<file path="config.mk">
export PLATFORM = sky130hd
export DESIGN_NAME = status_led_flat
export DESIGN_NICKNAME = d
export VERILOG_FILES = /design/src/rtl/status_led_if.sv /design/src/rtl/status_led.sv /design/src/flat_wrapper.sv
export SDC_FILE = /design/constraint.sdc
export NUM_CORES = 1
export LEC_CHECK = 0
export CORE_ASPECT_RATIO = 2
export CORE_MARGIN = 2
export CORE_UTILIZATION = 42
export CTS_CLUSTER_DIAMETER = 30
export CTS_CLUSTER_SIZE = 24
export DETAILED_ROUTE_END_ITERATION = 6
export PLACE_DENSITY_LB_ADDON = 0.1
export SLEW_MARGIN = 20
export SYNTH_ARGS = -nofsm -noshare
export SYNTH_HDL_FRONTEND = slang
export SYNTH_SLANG_ARGS = --single-unit
</file>
<file path="constraint.sdc">
create_clock -name i_clk -period 2 [get_ports i_clk]
set_clock_uncertainty 0.2 [all_clocks]
set_input_delay 0.3 -clock i_clk [delete_from_list [all_inputs] [get_ports i_clk]]
set_output_delay 0.3 -clock i_clk [all_outputs]
set_load 0.01 [all_outputs]
</file>
<file path="src/rtl/status_led_if.sv">
// Signal bundle between the CPU status flags and the RGB LED PWM pins.
// The master side drives the CPU flags and watches the LEDs; the LED block is the slave.
interface status_led_if;
    logic       i_running;
    logic       i_status;
    logic       o_led_r;
    logic       o_led_g;
    logic       o_led_b;
    logic [1:0] o_state;

    modport master (
        output i_running,
        output i_status,
        input  o_led_r,
        input  o_led_g,
        input  o_led_b,
        input  o_state
    );

    modport slave (
        input  i_running,
        input  i_status,
        output o_led_r,
        output o_led_g,
        output o_led_b,
        output o_state
    );
endinterface

</file>
<file path="src/rtl/status_led.sv">
// Registered RGB status indication for the CPU test bench.
// Blue breathes while the CPU runs, green is solid on pass, red blinks on fail.
// The flags are registered once, the FSM runs on the registered copies, and
// each LED output is a registered PWM compare, so LEDs trail o_state by one clock.
module status_led #(
    parameter int TICK_DIV    = 46875,
    parameter int PWM_BITS    = 8,
    parameter int PASS_DUTY   = 128,
    parameter int FAIL_DUTY   = 255,
    parameter int BLINK_TICKS = 256
) (
    input  logic        i_clk,
    input  logic        i_rst_n,
    status_led_if.slave bus
);
    localparam int TICK_W  = (TICK_DIV > 1) ? $clog2(TICK_DIV) : 1;
    localparam int BLINK_W = (BLINK_TICKS > 1) ? $clog2(BLINK_TICKS) : 1;

    localparam logic [TICK_W-1:0]   TICK_LAST   = TICK_W'(TICK_DIV - 1);
    localparam logic [BLINK_W-1:0]  BLINK_LAST  = BLINK_W'(BLINK_TICKS - 1);
    localparam logic [PWM_BITS-1:0] BRIGHT_MAX  = '1;
    localparam logic [PWM_BITS-1:0] BRIGHT_NEAR = BRIGHT_MAX - 1'b1;
    localparam logic [PWM_BITS-1:0] BRIGHT_ONE  = PWM_BITS'(1);
    localparam logic [PWM_BITS-1:0] PASS_D      = PWM_BITS'(PASS_DUTY);
    localparam logic [PWM_BITS-1:0] FAIL_D      = PWM_BITS'(FAIL_DUTY);

    typedef enum logic [1:0] {
        S_IDLE = 2'd0,
        S_RUN  = 2'd1,
        S_PASS = 2'd2,
        S_FAIL = 2'd3
    } state_t;

    state_t               state_q, state_d;
    logic                 r_running_q, r_status_q;
    logic [TICK_W-1:0]    tick_cnt_q, tick_cnt_d;
    logic                 tick;
    logic [PWM_BITS-1:0]  pwm_cnt_q;
    logic [PWM_BITS-1:0]  bright_q, bright_d;
    logic                 dir_down_q, dir_down_d;
    logic [BLINK_W-1:0]   blink_cnt_q, blink_cnt_d;
    logic                 phase_off_q, phase_off_d;
    logic                 led_r_q, led_g_q, led_b_q;
    logic                 led_r_d, led_g_d, led_b_d;

    // An LED is lit while the free-running PWM count is below its duty.
    function automatic logic pwm_on(input logic [PWM_BITS-1:0] cnt,
                                    input logic [PWM_BITS-1:0] duty);
        return cnt < duty;
    endfunction

    assign tick       = (tick_cnt_q == TICK_LAST);
    assign tick_cnt_d = tick ? '0 : tick_cnt_q + 1'b1;

    // Next state from the registered flags; pass/fail only after a run was seen.
    always_comb begin
        state_d = state_q;
        unique case (state_q)
            S_IDLE:  if (r_running_q) state_d = S_RUN;
            S_RUN:   if (!r_running_q) state_d = r_status_q ? S_PASS : S_FAIL;
            default: if (r_running_q) state_d = S_RUN;
        endcase
    end

    // Triangle brightness: restart at 0 on RUN entry, turn around at both ends.
    always_comb begin
        bright_d   = bright_q;
        dir_down_d = dir_down_q;
        if (state_d == S_RUN && state_q != S_RUN) begin
            bright_d   = '0;
            dir_down_d = 1'b0;
        end else if (state_q == S_RUN && tick) begin
            if (!dir_down_q) begin
                bright_d = bright_q + 1'b1;
                if (bright_q == BRIGHT_NEAR) dir_down_d = 1'b1;
            end else begin
                bright_d = bright_q - 1'b1;
                if (bright_q == BRIGHT_ONE) dir_down_d = 1'b0;
            end
        end
    end

    // Blink timer: starts in the on phase when FAIL is entered.
    always_comb begin
        blink_cnt_d = blink_cnt_q;
        phase_off_d = phase_off_q;
        if (state_d == S_FAIL && state_q != S_FAIL) begin
            blink_cnt_d = '0;
            phase_off_d = 1'b0;
        end else if (state_q == S_FAIL && tick) begin
            if (blink_cnt_q == BLINK_LAST) begin
                blink_cnt_d = '0;
                phase_off_d = ~phase_off_q;
            end else begin
                blink_cnt_d = blink_cnt_q + 1'b1;
            end
        end
    end

    // LED selection by current state; only one colour can ever be enabled.
    always_comb begin
        led_r_d = (state_q == S_FAIL) && !phase_off_q && pwm_on(pwm_cnt_q, FAIL_D);
        led_g_d = (state_q == S_PASS) && pwm_on(pwm_cnt_q, PASS_D);
        led_b_d = (state_q == S_RUN)  && pwm_on(pwm_cnt_q, bright_q);
    end

    // All state, counters and outputs, cleared by the synchronous reset.
    always_ff @(posedge i_clk) begin
        if (!i_rst_n) begin
            state_q     <= S_IDLE;
            r_running_q <= 1'b0;
            r_status_q  <= 1'b0;
            tick_cnt_q  <= '0;
            pwm_cnt_q   <= '0;
            bright_q    <= '0;
            dir_down_q  <= 1'b0;
            blink_cnt_q <= '0;
            phase_off_q <= 1'b0;
            led_r_q     <= 1'b0;
            led_g_q     <= 1'b0;
            led_b_q     <= 1'b0;
        end else begin
            state_q     <= state_d;
            r_running_q <= bus.i_running;
            r_status_q  <= bus.i_status;
            tick_cnt_q  <= tick_cnt_d;
            pwm_cnt_q   <= pwm_cnt_q + 1'b1;
            bright_q    <= bright_d;
            dir_down_q  <= dir_down_d;
            blink_cnt_q <= blink_cnt_d;
            phase_off_q <= phase_off_d;
            led_r_q     <= led_r_d;
            led_g_q     <= led_g_d;
            led_b_q     <= led_b_d;
        end
    end

    assign bus.o_state = state_q;
    assign bus.o_led_r = led_r_q;
    assign bus.o_led_g = led_g_q;
    assign bus.o_led_b = led_b_q;
endmodule

</file>
<file path="src/flat_wrapper.sv">
// flat-port wrapper written by rule: the top's interface ports become plain ports
module status_led_flat 
#(
    parameter int TICK_DIV    = 46875,
    parameter int PWM_BITS    = 8,
    parameter int PASS_DUTY   = 128,
    parameter int FAIL_DUTY   = 255,
    parameter int BLINK_TICKS = 256
)
  (i_clk, i_rst_n, bus_i_running, bus_i_status, bus_o_led_r, bus_o_led_g, bus_o_led_b, bus_o_state);
  status_led_if bus_i ();
  input  logic i_clk;
  input  logic i_rst_n;
  input wire logic [$bits(bus_i.i_running)-1:0] bus_i_running;
  input wire logic [$bits(bus_i.i_status)-1:0] bus_i_status;
  output wire logic [$bits(bus_i.o_led_r)-1:0] bus_o_led_r;
  output wire logic [$bits(bus_i.o_led_g)-1:0] bus_o_led_g;
  output wire logic [$bits(bus_i.o_led_b)-1:0] bus_o_led_b;
  output wire logic [$bits(bus_i.o_state)-1:0] bus_o_state;
  assign bus_i.i_running = bus_i_running;
  assign bus_i.i_status = bus_i_status;
  assign bus_o_led_r = bus_i.o_led_r;
  assign bus_o_led_g = bus_i.o_led_g;
  assign bus_o_led_b = bus_i.o_led_b;
  assign bus_o_state = bus_i.o_state;
  status_led #(.TICK_DIV(TICK_DIV), .PWM_BITS(PWM_BITS), .PASS_DUTY(PASS_DUTY), .FAIL_DUTY(FAIL_DUTY), .BLINK_TICKS(BLINK_TICKS)) u_core (.i_clk(i_clk), .i_rst_n(i_rst_n), .bus(bus_i));
endmodule
</file>
==> flow_summary.ini <==
[floorplanning]
start_util_pct = 43.7
die_w_um = 57.3
num_io_pins = 9
die_h_um = 111
row_count = 38
die-area_um2 = 6340
coreArea_um2 = 5470

[critical_path]
critical_path.startpoint = u_core.tick_cnt_q[0]
cpLargestDelayFamily = simple AND/OR/NAND/NOR gates
rr_startpoint = u_core.tick_cnt_q[0]
critPathSlowestCell = or4_4
worstSetupEndpointType = flip-flop
critPathRequiredTime_ns = 2.05
path_class = flip-flop to flip-flop
r2r_slack_ns = 0.04
r2r_end = u_core.blink_cnt_q[7]
crit_chain = inv_2 -> ha_4 -> and4bb_1 -> nand4_4 -> or2_1 -> or4_4 -> a21oi_2
critPathArrivalTime_ns = 2.01
rr_worst_depth = 7
cp_max_fo = 5
start_kind = flip-flop
cpPeakStageDelay_ns = 0.49
path_buf_inv = 1

[synth]
synth_compound_area_share_pct = 8.70
synth_seq_area_share_pct = 41.1
synth_top_family_by_area = simple AND/OR/NAND/NOR gates
synthXorXnorAreaFrac_pct = 11.0
synthDominantCellAreaShare_pct = 41.1
synth_cell_types = 46
yosys.area_share.simple_pct = 26.7
synth_ff_type = dfxtp_1
ys_top_cells_by_area = dfxtp_1 41%, ha_1 7.9%, nor2_1 6.9%
synth_common_cells = 49 x dfxtp_1, 44 x nor2_1, 18 x xnor2_1
syn_area_per_cell_um2 = 8.81
yosys.area.top_type = dfxtp_1
yosys_warnings = 0
synthMuxAreaShare_pct = 0.838
synth_most_common_cell = dfxtp_1
syn_inst = 271
synth_seq_cells = 49
synth-edff-count = 0
synth_fa_ha_area_share_pct = 7.86
synth.cell_area_um2 = 2390
async_flop_share_pct = 0
synth_nets = 290

[global_route]
grtUsageTotal_pct = 18.0
overflow = 0
grt_pass1_wl_mm = 9.05
grt_pass1_vias = 2009
antenna_found_initial = 0
grt_max_degree = 17

[timing]
max_clock_freq_mhz = 510
setup_slack_ns = 0.0378
rsz0062_at_grt = true
min_period_ns = 1.96
hold_violations = 0
hold_slack_ns = 0.285
setup_violations = 0
worst_slew_pin_slew_ns = 0.590
setup_tns_ns = 0
finalMaxSlewViolations = 0
post-route-period-util_pct = 98.1
maxSlewHeadroom_pct = 60.3

[cts]
cts_sinks = 49
clock_latency_ns = 0.30
clk_pin_slew_ns = 0.10
cts_buffers = 5
clock_path_buffers = 2
root_buffer = clkbuf_8
cts_tree = done
cts_htree_levels = 2

[power_and_ir_drop]
p_per_area_nw_per_um2 = 582
ir_drop_mv = 0.613
p_leak_nw = 1.10

[routing]
detail-route-antenna-nets = 0
vias_per_cell = 5.35
drtIter0Drc = 36
wl_per_cell_um = 14.5
firstDrtPassIters = 4
drc_errors = 0
vias = 1984
wl_mm = 5.39

[placed_design]
globalplace.congestion = 0.812
dp_cells = 362
portBuffers = 8
dp_worst_setup_slack_ns = 0.0321
dp_hpwl_mm = 4.19

[worst_hold_path]
hold_path.class = flip-flop to flip-flop
min_to = u_core.pwm_cnt_q[0]
min_path_cells = 1
min_from = u_core.pwm_cnt_q[0]

[layout]
num-nets-final = 329
seq_area_um2 = 985
multi_input_area_um2 = 1390
drive_gt1_share_pct = 20.6
fill_cells = 533
fin_cells = 371
n_antenna_cell = 0
area_growth_pct = 21.9

[run_status]
status = finished clean

[run]
drv_cap = 0
[flip-flops by register name, summed over array words and instances (netlist names), 2 cells and up]
| signal | cells |
|---|---|
| u_core.blink_cnt_q | 8 |
| u_core.bright_q | 8 |
| u_core.bus.o_state | 2 |
| u_core.pwm_cnt_q | 8 |
| u_core.tick_cnt_q | 16 |
[logic make-up after synthesis]
logic type      Yosys count
compound gates           30
flops                    49
simple gates            123
buf+inv                  22
fa+ha+maj                15
xor+xnor                 30
mux                       2
[metal layers]
metal / global-route usage (%) / vias to the layer above / share of wire [%]
met1: 17.8 / 928 / 38
met5: 0 / - / 0
met2: 33.0 / 26 / 54
li1: - / 1008 / -
met3: 2.57 / 22 / 1.7
met4: 11.5 / 0 / 5.9
[where the power goes]
group          leakage (nW)  internal, mW  switching, mW  total [mW]
Combinational         0.655        0.0539         0.0564       0.110
Clock                0.0439         0.242          0.336       0.578
Sequential            0.398         0.992         0.0142        1.01
Total                  1.10          1.29          0.406        1.69
[placed cells by master (no fill, tap or decap), types with 4 or more instances in the layout]
cell type / count
o21ai_0: 4
xor2_1: 12
nand2_1: 17
dfxtp_1: 46
a21oi_1: 7
nand3_1: 13
and3_1: 9
buf_4: 32
nand4_1: 5
xnor2_1: 18
clkbuf_8: 5
ha_1: 14
inv_1: 13
nor2_1: 43
clkdlybuf4s50_1: 8
nor3_1: 8
[worst register-to-register path, cell delays in order (launching register included)]
cell and delay (ns):
dfxtp_2 0.33, inv_2 0.06, ha_4 0.12, and4bb_1 0.24, nand4_4 0.11, or2_1 0.25
or4_4 0.49, a21oi_2 0.12
[stage by stage]
step | power (mW) | cell area (µm²) | utilization, %
after floorplan | 1.08 | 2390 | -
after global placement | 1.13 | 2740 | 50.0
after detailed placement | 1.13 | 2740 | 50.0
after CTS | 1.71 | 2820 | 51.6
after global routing | 1.77 | 2910 | 53.2
final | 1.69 | 2910 | 53.2
[worst max path at each step]
stage / end / slack, ns / depth (start not counted)
after floorplan: u_core.blink_cnt_q[7] / 0.06 / 7
after global placement: u_core.blink_cnt_q[7] / 0.06 / 6
after detailed placement: u_core.blink_cnt_q[7] / 0.03 / 7
after CTS: u_core.blink_cnt_q[7] / 0.01 / 7
after global routing: u_core.blink_cnt_q[7] / -0.04 / 7
final: u_core.blink_cnt_q[7] / 0.04 / 7
[layout make-up]
class                           instances  area share [%]
Clock buffer                            5            2.36
Clock inverter                          3           0.602
Inverter                               14            1.80
Multi-Input combinational cell        200            47.8
Sequential cell                        49            33.8
Tap cell                               60            2.58
Timing Repair Buffer                   40            11.0
[what timing repair did]
item,CTS,global route
buffers inserted,0,1
hold endpoints to repair,0,0
endpoints found under the setup margin,0,8
hold buffers,0,0
gates resized for setup,0,22
Note: power is estimated with default switching activity, not from simulation.
